===== src/rtl/fxp_pkg.sv =====
// Shared fixed-point definitions for the Q6.10 datapath: default format,
// saturation limits, the signed sample type and the divider state encoding.
package fxp_pkg;

    localparam int FXP_WIDTH = 16;
    localparam int FXP_FRAC  = 10;

    localparam logic [FXP_WIDTH-1:0] Q_MAX = {1'b0, {(FXP_WIDTH-1){1'b1}}};
    localparam logic [FXP_WIDTH-1:0] Q_MIN = {1'b1, {(FXP_WIDTH-1){1'b0}}};

    typedef logic signed [FXP_WIDTH-1:0] fxp_t;

    typedef enum logic [1:0] {
        IDLE = 2'd0,
        CALC = 2'd1,
        FIX  = 2'd2,
        DONE = 2'd3
    } div_state_e;

endpackage


===== src/rtl/fxp_div_step.sv =====
// One radix-2 restoring division step: shift the next dividend bit into the
// partial remainder and subtract the divisor magnitude if it fits.
module fxp_div_step #(
    parameter int WIDTH = 16
) (
    input  logic [WIDTH:0]   rem_i,
    input  logic             bit_i,
    input  logic [WIDTH-1:0] dmag_i,
    output logic [WIDTH:0]   rem_o,
    output logic             qbit_o
);

    logic [WIDTH+1:0] shifted;
    logic [WIDTH+1:0] trial;

    // rem_i < dmag_i <= 2^(WIDTH-1), so the extra top bit is a clean borrow flag
    assign shifted = {rem_i, bit_i};
    assign trial   = shifted - {2'b00, dmag_i};
    assign qbit_o  = ~trial[WIDTH+1];
    assign rem_o   = qbit_o ? trial[WIDTH:0] : shifted[WIDTH:0];

endmodule


===== src/rtl/fxp_div_seq.sv =====
// Sequential signed fixed-point divider Q = N / D, one quotient bit per clock.
// Define FXP_DIV_SAT_EN to clamp overflowing quotients instead of wrapping.
module fxp_div_seq
    import fxp_pkg::*;
#(
    parameter int WIDTH = FXP_WIDTH,
    parameter int FRAC  = FXP_FRAC
) (
    input  logic             clk,
    input  logic             rst,
    input  logic             in_valid,
    output logic             in_ready,
    input  logic [WIDTH-1:0] N,
    input  logic [WIDTH-1:0] D,
    output logic             out_valid,
    input  logic             out_ready,
    output logic [WIDTH-1:0] Q,
    output logic             ovf,
    output logic             dz,
    output logic [1:0]       dbg_state_o
);

    localparam int ITER = WIDTH + FRAC;
    localparam int CW   = $clog2(ITER);

    localparam logic [WIDTH-1:0] SAT_POS     = {1'b0, {(WIDTH-1){1'b1}}};
    localparam logic [WIDTH-1:0] SAT_NEG     = {1'b1, {(WIDTH-1){1'b0}}};
    localparam logic [ITER-1:0]  MAG_POS_MAX = ITER'(SAT_POS);
    localparam logic [ITER-1:0]  MAG_NEG_MAX = ITER'(SAT_NEG);

    // Handshake: an input is taken on a rising edge where in_valid & in_ready
    // (in_ready only in IDLE); a result is held with out_valid until a rising
    // edge where out_valid & out_ready, after which the block returns to IDLE.

    div_state_e       state_q, state_d;
    logic [CW-1:0]    cnt_q, cnt_d;
    logic [ITER-1:0]  quo_q, quo_d;
    logic [WIDTH:0]   rem_q, rem_d;
    logic [WIDTH-1:0] dmag_q, dmag_d;
    logic             sign_q, sign_d;
    logic [WIDTH-1:0] q_q, q_d;
    logic             ovf_q, ovf_d;
    logic             dz_q, dz_d;

    logic [WIDTH:0]   rem_next;
    logic             qbit;
    logic [WIDTH-1:0] n_mag;
    logic [WIDTH-1:0] d_mag;
    logic [WIDTH-1:0] q_low;
    logic [WIDTH-1:0] q_wrap;
    logic [WIDTH-1:0] q_fix;
    logic             ovf_fix;

    fxp_div_step #(.WIDTH(WIDTH)) u_step (
        .rem_i  (rem_q),
        .bit_i  (quo_q[ITER-1]),
        .dmag_i (dmag_q),
        .rem_o  (rem_next),
        .qbit_o (qbit)
    );

    assign n_mag = N[WIDTH-1] ? (~N + 1'b1) : N;
    assign d_mag = D[WIDTH-1] ? (~D + 1'b1) : D;

    // The low bits of a two's complement negation depend only on the low bits
    assign q_low   = quo_q[WIDTH-1:0];
    assign q_wrap  = sign_q ? (~q_low + 1'b1) : q_low;
    assign ovf_fix = sign_q ? (quo_q > MAG_NEG_MAX) : (quo_q > MAG_POS_MAX);

`ifdef FXP_DIV_SAT_EN
    assign q_fix = ovf_fix ? (sign_q ? SAT_NEG : SAT_POS) : q_wrap;
`else
    assign q_fix = q_wrap;
`endif

    always_comb begin
        state_d = state_q;
        cnt_d   = cnt_q;
        quo_d   = quo_q;
        rem_d   = rem_q;
        dmag_d  = dmag_q;
        sign_d  = sign_q;
        q_d     = q_q;
        ovf_d   = ovf_q;
        dz_d    = dz_q;
        case (state_q)
            IDLE: begin
                if (in_valid) begin
                    if (D == '0) begin
                        q_d     = N[WIDTH-1] ? SAT_NEG : SAT_POS;
                        ovf_d   = 1'b0;
                        dz_d    = 1'b1;
                        state_d = DONE;
                    end else begin
                        sign_d  = N[WIDTH-1] ^ D[WIDTH-1];
                        quo_d   = ITER'(n_mag) << FRAC;
                        rem_d   = '0;
                        dmag_d  = d_mag;
                        cnt_d   = '0;
                        state_d = CALC;
                    end
                end
            end
            CALC: begin
                // quo_q shifts dividend bits out the top and quotient bits in the bottom
                rem_d = rem_next;
                quo_d = {quo_q[ITER-2:0], qbit};
                cnt_d = cnt_q + CW'(1);
                if (cnt_q == CW'(ITER-1)) begin
                    state_d = FIX;
                end
            end
            FIX: begin
                q_d     = q_fix;
                ovf_d   = ovf_fix;
                dz_d    = 1'b0;
                state_d = DONE;
            end
            DONE: begin
                if (out_ready) begin
                    state_d = IDLE;
                end
            end
            default: state_d = IDLE;
        endcase
    end

    always_ff @(posedge clk or posedge rst) begin
        if (rst) begin
            state_q <= IDLE;
            cnt_q   <= '0;
            quo_q   <= '0;
            rem_q   <= '0;
            dmag_q  <= '0;
            sign_q  <= 1'b0;
            q_q     <= '0;
            ovf_q   <= 1'b0;
            dz_q    <= 1'b0;
        end else begin
            state_q <= state_d;
            cnt_q   <= cnt_d;
            quo_q   <= quo_d;
            rem_q   <= rem_d;
            dmag_q  <= dmag_d;
            sign_q  <= sign_d;
            q_q     <= q_d;
            ovf_q   <= ovf_d;
            dz_q    <= dz_d;
        end
    end

    assign in_ready    = (state_q == IDLE);
    assign out_valid   = (state_q == DONE);
    assign Q           = q_q;
    assign ovf         = ovf_q;
    assign dz          = dz_q;
    assign dbg_state_o = state_q;

endmodule


===== config.mk =====
export PLATFORM = sky130hd
export DESIGN_NAME = fxp_div_seq
export DESIGN_NICKNAME = d
export VERILOG_FILES = /design/src/rtl/fxp_pkg.sv /design/src/rtl/fxp_div_step.sv /design/src/rtl/fxp_div_seq.sv
export SDC_FILE = /design/constraint.sdc
export NUM_CORES = 1
export LEC_CHECK = 0
export BUFFER_PORTS_ARGS = -buffer_cell sky130_fd_sc_hd__buf_4
export CAP_MARGIN = 15
export CORE_MARGIN = 5
export CORE_UTILIZATION = 64
export DETAILED_ROUTE_END_ITERATION = 16
export HOLD_SLACK_MARGIN = 0.06
export PLACE_DENSITY = 0.87
export SLEW_MARGIN = 20
export SYNTH_ARGS = -nofsm -noshare
export SYNTH_HDL_FRONTEND = slang
export SYNTH_SLANG_ARGS = --single-unit

===== constraint.sdc =====
create_clock -name clk -period 5.4 [get_ports clk]
set_input_delay 1.08 -clock clk [delete_from_list [all_inputs] [get_ports clk]]
set_output_delay 1.08 -clock clk [all_outputs]
set_load 0.05 [all_outputs]

==> results.ini, run 1 <==
[worst_setup_path]
crit_type=in2reg
worstSetupEndpointType=flip-flop
arrival_ps=3620
required_ps=5640
critPathMaxFanout=17
cp-start-kind=primary input

[timing]
worst_pin_slew_ps=769.2
setup_viol=0
hold_violations=0
fmaxAchievable_mhz=296.2
period_needed_ps=3376
finalCritPeriodShare_pct=62.53
rsz0062_at_grt=false
drv_slew=0
maxSlewHeadroom_pct=48.72
finalSetupTns_ps=0
setup_slack_ps=2024
clock_skew_ps=15.92

[synth]
ys_warn_count=0
syn_nets=698
yosys-mux-area-fraction_pct=4.349
ys.flop_type=dfrtp_1
synth.ff_latch_count=85
yosysSeqAreaShare_pct=38.11
synth_adder_area_share_pct=5.963
synth_top_family_by_area=compound AO/OA/AOI/OAI gates
ys_types=61
async_reset_ff_share_pct=100.0
synth_xor_area_share_pct=8.630
yosys.area_share.simple_pct=16.92
synth_edf_count=0
synth_compound_area_share_pct=21.48
synth_area_sq_um=5582
synthCells=636
syn_avg_cell_area_sq_um=8.776

[cells_and_area]
regArea_sq_um=2127
stdcell_area_sq_um=6304
final_cell_mix=dfrtp_1 (85), nand2_1 (81), buf_4 (64)
syn_to_final_growth_pct=12.93
multiInputGateArea_sq_um=3224
drive_gt1_share_pct=13.72
diodes=0
final_common_cell=dfrtp_1
layout.cells.non_filler=793
layout.nets=742
fillers=616
utilization_pct=73.35

[placement]
portBuffers=57
pre_cts_slack_ps=1773
place_congestion=0.8881
placed_cells=777
dpl_cell_area_sq_um=6088
place_hpwl_microns=9434

[floorplan]
core_region_area_sq_um=8593
io_pins=58
dieHeight_microns=103.4
start_util_pct=64.95
dieWidth_microns=103.4
dieArea_sq_um=10690
rows=34

[route]
wl_per_cell_microns=16.46
drc_errors=0
avgViaCountPerCell=6.179
ant_nets=0
first_iter_violations=320
vias=4900
drt-total-wl_microns=13050
first_pass_iters=5

[clocking]
clk_latency_ps=360
cts_setup_buffers=0
root_buffer=clkbuf_8
numCtsBuffers=9
cts.repair.resized=0
cts-htree-levels=3
cts.sink_count=85
cts_tree=done
max-clock-path-buffers=2
cts-hold-fix-buffers=0
clkTransAtPathRegs_ps=90

[min_path]
worstHoldPathType=reg2reg

[outcome]
status=complete, no violations

[global_routing]
grt_overflow_total=0
grt_usage_pct=25.97
antenna_found_initial=0
grt_pass1_vias=4721
grt_start_max_net_pins=56
grt_pass1_wl_microns=22090

[power]
power_density_nw_per_um2=567.0
peakVddDrop_uv=282.1
p_leak_uw=0.002952

[job]
cap_violations=0

power breakdown:
part	switching (uW)	total [uW]	internal, uW	leakage [uW]
combinational	1280	2020	740	0.00176
sequential	198	1070	873	0.00109
clock	261	486	225	0.000105
total	1740	3570	1840	0.00295
registers in the layout, indices dropped and copies added, names as in the netlist:
signal / count
ovf: 1
dmag_q: 16
cnt_q: 5
Q: 16
sign_q: 1
rem_q: 17
quo_q: 26
dz: 1
dbg_state_o: 2
metal layers:
| layer | GRT usage (%) | routed length, microns | up-vias |
|---|---|---|---|
| met5 | 0 | 0 | - |
| met4 | 7.869 | 239 | 0 |
| met3 | 4.359 | 750 | 29 |
| met2 | 44.22 | 6582 | 176 |
| met1 | 33.93 | 5477 | 2335 |
| li1 | - | - | 2360 |
layout make-up:
class / instances / share of cell area, %
timing repair buffer: 64 / 7.622
clock inverter: 7 / 1.449
sequential: 85 / 33.74
multi-input combinational: 488 / 51.15
inverter: 32 / 1.925
tap: 108 / 2.144
clock buffer: 9 / 1.965
path summary, 6_finish.rpt:
path,endpoint,slack (ps),from,cells after the start
worst max-delay path,rem_q[16]$_DFFE_PP0P_,2020,D[3],8
max in group asynchronous,cnt_q[1]$_DFFE_PP0P_,3590,rst,3
worst min register to register,Q[4]$_DFFE_PP0P_,480,Q[4]$_DFFE_PP0P_,1
worst max register to register,rem_q[0]$_DFFE_PP0P_,2480,rem_q[13]$_DFFE_PP0P_,9
worst min-delay path,Q[4]$_DFFE_PP0P_,480,Q[4]$_DFFE_PP0P_,1
min in group asynchronous,dmag_q[15]$_DFFE_PP0P_,750,rst,2
through the flow:
| stage | total power [uW] | hold WS, ps |
|---|---|---|
| 2_1_floorplan | 2572 | 463.2 |
| 3_3_place_gp | 2979 | 461.4 |
| 3_5_place_dp | 3068 | 467.0 |
| 4_1_cts | 3566 | 487.7 |
| 5_1_grt | 3849 | 500.7 |
| 6_report | 3574 | 482.2 |
cells by family (layout without fill, tap and decap cells):
kind of cell,after synthesis,count (layout)
mux,24,24
compound gates,188,188
fa+ha+maj,26,26
flops,85,85
xor+xnor,55,55
buf+inv,63,112
simple gates,195,195
Yosys cell counts, types with 4 or more instances:
cell      count  area [sq um]
a211oi_1     11         82.58
a21o_1       19         142.6
a21oi_1      40         200.2
a22o_1       14         122.6
a31oi_1       4         25.02
and3_1        4         25.02
buf_1         4         15.01
buf_2         5         25.02
clkbuf_1     20         75.07
dfrtp_1      85          2127
ha_1         25         312.8
inv_1        32         120.1
mux2i_1      22         220.2
nand2_1      81         304.0
nand2b_1      6         37.54
nand4_1       6         37.54
nor2_1       45         168.9
nor2b_1       4         25.02
nor3_1       12         60.06
o21ai_0      59         295.3
o31ai_1      10         75.07
o41ai_1       6         52.55
or3_1         8         50.05
or4_1         7         52.55
xnor2_1      19         166.4
xor2_1       36         315.3
worst max-delay path: stages:
cell	delay, ps
buf_4	130
or3_4	400
or4_4	580
nor4_4	340
a21o_1	580
nor2_1	130
a311oi_1	290
o21ai_1	90
Power figures use the tool's default switching activity.
==> inputs of run 2 (changes only) <==
--- a/config.mk
+++ b/config.mk
@@ -8,10 +8,10 @@
 export BUFFER_PORTS_ARGS = -buffer_cell sky130_fd_sc_hd__buf_4
 export CAP_MARGIN = 15
 export CORE_MARGIN = 5
-export CORE_UTILIZATION = 64
+export CORE_UTILIZATION = 60
 export DETAILED_ROUTE_END_ITERATION = 16
 export HOLD_SLACK_MARGIN = 0.06
-export PLACE_DENSITY = 0.87
+export PLACE_DENSITY = 0.82
 export SLEW_MARGIN = 20
 export SYNTH_ARGS = -nofsm -noshare
 export SYNTH_HDL_FRONTEND = slang
==> constraint.sdc (replaced) <==
create_clock -name clk -period 3.25 [get_ports clk]
set_input_delay 0.65 -clock clk [delete_from_list [all_inputs] [get_ports clk]]
set_output_delay 0.65 -clock clk [all_outputs]
set_load 0.05 [all_outputs]
==> results.ini, run 2 (synthesis results as in run 1) <==
[outcome]
status=complete, no violations

[cells_and_area]
diodes=0
layout.nets=746
stdcell_area_sq_um=6367
largest_registers=quo_q x26, rem_q x17
utilization_pct=69.57
final_cell_mix=dfrtp_1 (85), nand2_1 (81), buf_4 (66)
largest_reg_flops=26
fillers=690
syn_to_final_growth_pct=14.08
largest_register=quo_q
final_common_cell=dfrtp_1
drive_gt1_share_pct=14.22

[route]
drt-total-wl_microns=12470
wl_per_cell_microns=15.59
drc_errors=0
avgViaCountPerCell=5.981
first_iter_violations=316
vias=4785
first_pass_iters=5
ant_nets=0

[clocking]
clk_latency_ps=370
cts-htree-levels=3
cts.repair.resized=0
root_buffer=clkbuf_8
cts_tree=done
clkTransAtPathRegs_ps=100
numCtsBuffers=9
cts.sink_count=85
cts-hold-fix-buffers=0
cts_setup_buffers=0
max-clock-path-buffers=2

[global_routing]
grt_pass1_wl_microns=21080
grt_overflow_total=0
grt_usage_pct=22.66
grt_start_max_net_pins=86
antenna_found_initial=0
grt_pass1_vias=4596

[worst_setup_path]
cp-start-kind=flip-flop
arrival_ps=3130
critPathMaxFanout=21
worstSetupEndpointType=flip-flop
crit_type=reg2reg
required_ps=3500

[placement]
place_hpwl_microns=9031
place_congestion=0.8851
dpl_cell_area_sq_um=6155
portBuffers=57
pre_cts_slack_ps=329.1

[power]
p_leak_uw=0.002984
power_density_nw_per_um2=938.5
total_power_uw=5976
peakVddDrop_uv=416.1

[timing]
fmaxAchievable_mhz=347.1
maxSlewHeadroom_pct=52.28
setup_viol=0
finalCritPeriodShare_pct=88.65
finalSetupTns_ps=0
worst_pin_slew_ps=714.2
setup_slack_ps=368.8
rsz0062_at_grt=false
hold_violations=0
period_needed_ps=2881
clock_skew_ps=14.86
drv_slew=0

[floorplan]
rows=35
dieArea_sq_um=11330
dieWidth_microns=106.5
dieHeight_microns=106.5
core_region_area_sq_um=9153
io_pins=58
start_util_pct=60.98

[min_path]
worstHoldPathType=in2async

[job]
cap_violations=0

run 2: where the power goes:
| part | leakage [uW] | total [uW] | switching (uW) | internal, uW |
|---|---|---|---|---|
| clock | 0.000105 | 814 | 426 | 388 |
| combinational | 0.00179 | 3380 | 2100 | 1280 |
| sequential | 0.00109 | 1780 | 333 | 1450 |
| total | 0.00298 | 5980 | 2860 | 3120 |
run 2: per-stage QoR:
step,instances,hold slack [ps]
2_1_floorplan,636,463.2
3_3_place_gp,784,461.6
3_5_place_dp,784,467.8
4_1_cts,800,387.5
5_1_grt,800,408.3
6_report,800,365.9
run 2: area by class of cell:
class,count,area (sq um),area share [%]
multi-input cells,488,3232,50.76
flip-flops and latches,85,2127,33.41
repair buffers,68,535.5,8.410
well taps,111,138.9,2.181
clock buffers,10,137.6,2.162
inverters,32,121.4,1.906
clock inverters,6,75.07,1.179
run 2: final timing paths:
check	end	slack [ps]	cells after the start	startpoint
worst min register to register	Q[3]$_DFFE_PP0P_	480	1	Q[3]$_DFFE_PP0P_
worst min-delay path	Q[6]$_DFFE_PP0P_	370	3	rst
min in group clk	Q[3]$_DFFE_PP0P_	480	1	Q[3]$_DFFE_PP0P_
max in group asynchronous	dmag_q[2]$_DFFE_PP0P_	2530	3	rst
worst max-delay path	rem_q[0]$_DFFE_PP0P_	370	10	dmag_q[14]$_DFFE_PP0P_
worst max register to register	rem_q[0]$_DFFE_PP0P_	370	10	dmag_q[14]$_DFFE_PP0P_
run 2: per-layer routing:
| metal | part of all wire (%) | vias to the layer above | track usage (%) |
|---|---|---|---|
| met5 | 0 | - | 0 |
| met4 | 1.9 | 0 | 8.676 |
| met3 | 4.5 | 20 | 2.914 |
| met2 | 48 | 112 | 36.65 |
| met1 | 46 | 2292 | 31.15 |
| li1 | - | 2361 | - |
run 2: worst max-delay path: stages (launching register included):
cell     delay [ps]
dfrtp_1         400
inv_1            60
ha_1            350
a21o_1          230
a211o_1         330
or3_1           350
o31ai_1         350
nor4_4           90
buf_4           250
mux2i_1         160
a22o_1          210
==> inputs of run 3 (changes only) <==
--- a/config.mk
+++ b/config.mk
@@ -5,13 +5,15 @@
 export SDC_FILE = /design/constraint.sdc
 export NUM_CORES = 1
 export LEC_CHECK = 0
+export ABC_AREA = 1
 export BUFFER_PORTS_ARGS = -buffer_cell sky130_fd_sc_hd__buf_4
 export CAP_MARGIN = 15
 export CORE_MARGIN = 5
-export CORE_UTILIZATION = 60
+export CORE_UTILIZATION = 62
+export CTS_BUF_LIST = sky130_fd_sc_hd__clkbuf_2
 export DETAILED_ROUTE_END_ITERATION = 16
 export HOLD_SLACK_MARGIN = 0.06
-export PLACE_DENSITY = 0.82
+export PLACE_DENSITY = 0.84
 export SLEW_MARGIN = 20
 export SYNTH_ARGS = -nofsm -noshare
 export SYNTH_HDL_FRONTEND = slang
==> results.ini, run 3 <==
[timing]
fmaxAchievable_mhz=388.4
setup_slack_ps=675.2
finalSetupTns_ps=0
period_needed_ps=2575
drv_slew=0
setup_viol=0
worst_pin_slew_ps=545.1
clock_skew_ps=50.80
finalCritPeriodShare_pct=79.23
hold_violations=0
maxSlewHeadroom_pct=63.66
whs_ps=112.4
rsz0062_at_grt=false

[floorplan]
dieArea_sq_um=11950
dieHeight_microns=109.3
start_util_pct=63.13
rows=36
io_pins=58
dieWidth_microns=109.3
core_region_area_sq_um=9684

[clocking]
cts-hold-fix-buffers=0
clkTransAtPathRegs_ps=270
root_buffer=clkbuf_2
cts.repair.resized=0
cts.sink_count=85
max-clock-path-buffers=2
clk_latency_ps=570
cts_setup_buffers=0
cts_tree=done
numCtsBuffers=9
cts-htree-levels=3

[worst_setup_path]
arrival_ps=1920
worstSetupEndpointType=output port
cp-start-kind=flip-flop
reg2regPathDepth=8
required_ps=2600
critPathMaxFanout=8
crit_type=reg2out

[cells_and_area]
layout.nets=982
fillers=840
final_cell_mix=nand2_1 (231), inv_1 (107), nand3_1 (90)
final_common_cell=nand2_1
syn_to_final_growth_pct=10.36
largest_register=quo_q
largest_reg_flops=26
drive_gt1_share_pct=14.16
largest_registers=quo_q x26, rem_q x17

[global_routing]
grt_pass1_wl_microns=24650
grt_overflow_total=0
grt_usage_pct=25.97
grt_pass1_vias=5156
antenna_found_initial=1
grt_start_max_net_pins=86

[synth]
ys_warn_count=0
syn_nets=933
synth_area_sq_um=6113
synth.most_common_cell=nand2_1
yosysSeqAreaShare_pct=34.79
yosys-top-cells-area=dfrtp_1 (35%), nand2_1 (14%), nand3_1 (7.4%), inv_1 (6.6%), nor2_1 (5.3%)
synthCells=871
syn_avg_cell_area_sq_um=7.019
ys.flop_type=dfrtp_1
synth_top_cell_area_share_pct=34.79
ys_types=45
synth.ff_latch_count=85
synth_edf_count=0
synth_commonest_cells=nand2_1 (231), inv_1 (108), nand3_1 (90)
synth_top_area_cell=dfrtp_1
async_reset_ff_share_pct=100.0

[placement]
pre_cts_slack_ps=603.6
place_congestion=0.9225
portBuffers=57
place_hpwl_microns=10790

[job]
cap_violations=0

[min_path]
worstHoldPathType=in2async

[power]
power_density_nw_per_um2=1163
total_power_uw=7848
p_leak_uw=0.003451
peakVddDrop_uv=540.9

[outcome]
status=complete, no violations

[route]
first_iter_violations=403
avgViaCountPerCell=5.426
first_pass_iters=5
drt-total-wl_microns=14470
vias=5746
wl_per_cell_microns=13.66
drc_errors=0
ant_nets=0

## run 3: worst max-delay path, cell delays in order (launching register included)
cell     delay, ps
dfrtp_1        490
inv_1          120
ha_1           480
buf_4          290
## run 3: final timing paths
kind / start / endpoint / slack, ps
worst max-delay path: dbg_state_o[0]$_DFFE_PP0P_ / in_ready / 680
worst min-delay path: rst / rem_q[2]$_DFFE_PP0P_ / 110
worst max register to register: dbg_state_o[1]$_DFFE_PP0P_ / quo_q[21]$_DFFE_PP0P_ / 780
worst min register to register: dmag_q[8]$_DFFE_PP0P_ / dmag_q[8]$_DFFE_PP0P_ / 510
max in group asynchronous: rst / dmag_q[3]$_DFFE_PP0P_ / 2740
min in group clk: N[0] / quo_q[10]$_DFFE_PP0P_ / 370
## run 3: area by class of cell
type | count | area [sq um] | area share, %
Tap cell | 133 | 166.4 | 2.467
Timing Repair Buffer | 63 | 485.5 | 7.196
Clock buffer | 11 | 55.05 | 0.8160
Antenna cell | 1 | 2.502 | 0.03709
Multi-Input combinational cell | 643 | 3379 | 50.09
Sequential cell | 85 | 2127 | 31.53
Clock inverter | 5 | 81.33 | 1.205
Inverter | 118 | 449.2 | 6.658
## run 3: cells by family after synthesis
| group | count (synthesis) | synth area share, % |
|---|---|---|
| and+or+nand+nor | 453 | 32.71 |
| buffers and inverters | 143 | 9.926 |
| AOI/OAI and AO/OA | 136 | 13.12 |
| DFF | 85 | 34.79 |
| xor gates and xnor gates | 28 | 4.011 |
| adders and majority gates | 26 | 5.444 |
## run 3: report_power, final
part           leakage [uW]  internal (uW)  switching, uW
Clock             0.0000846            265            386
Combinational       0.00233           1770           3470
Sequential          0.00104           1540            408
## run 3: routing by layer
| metal | share of wire (%) | global-route usage (%) | wire (microns) | vias up |
|---|---|---|---|---|
| li1 | - | - | - | 2920 |
| met1 | 47 | 39.10 | 6797 | 2614 |
| met2 | 45 | 39.69 | 6496 | 196 |
| met3 | 6.6 | 2.642 | 948 | 16 |
| met4 | 1.5 | 7.925 | 224 | 0 |
| met5 | 0 | 0 | 0 | - |
## run 3: stage by stage
stage / util (%) / instance area (sq um) / instances
floorplan: - / 6113 / 871
global placement: 68.23 / 6608 / 1042
detailed placement: 68.23 / 6608 / 1042
CTS: 69.64 / 6744 / 1058
global route: 69.66 / 6746 / 1059
finish: 69.66 / 6746 / 1059
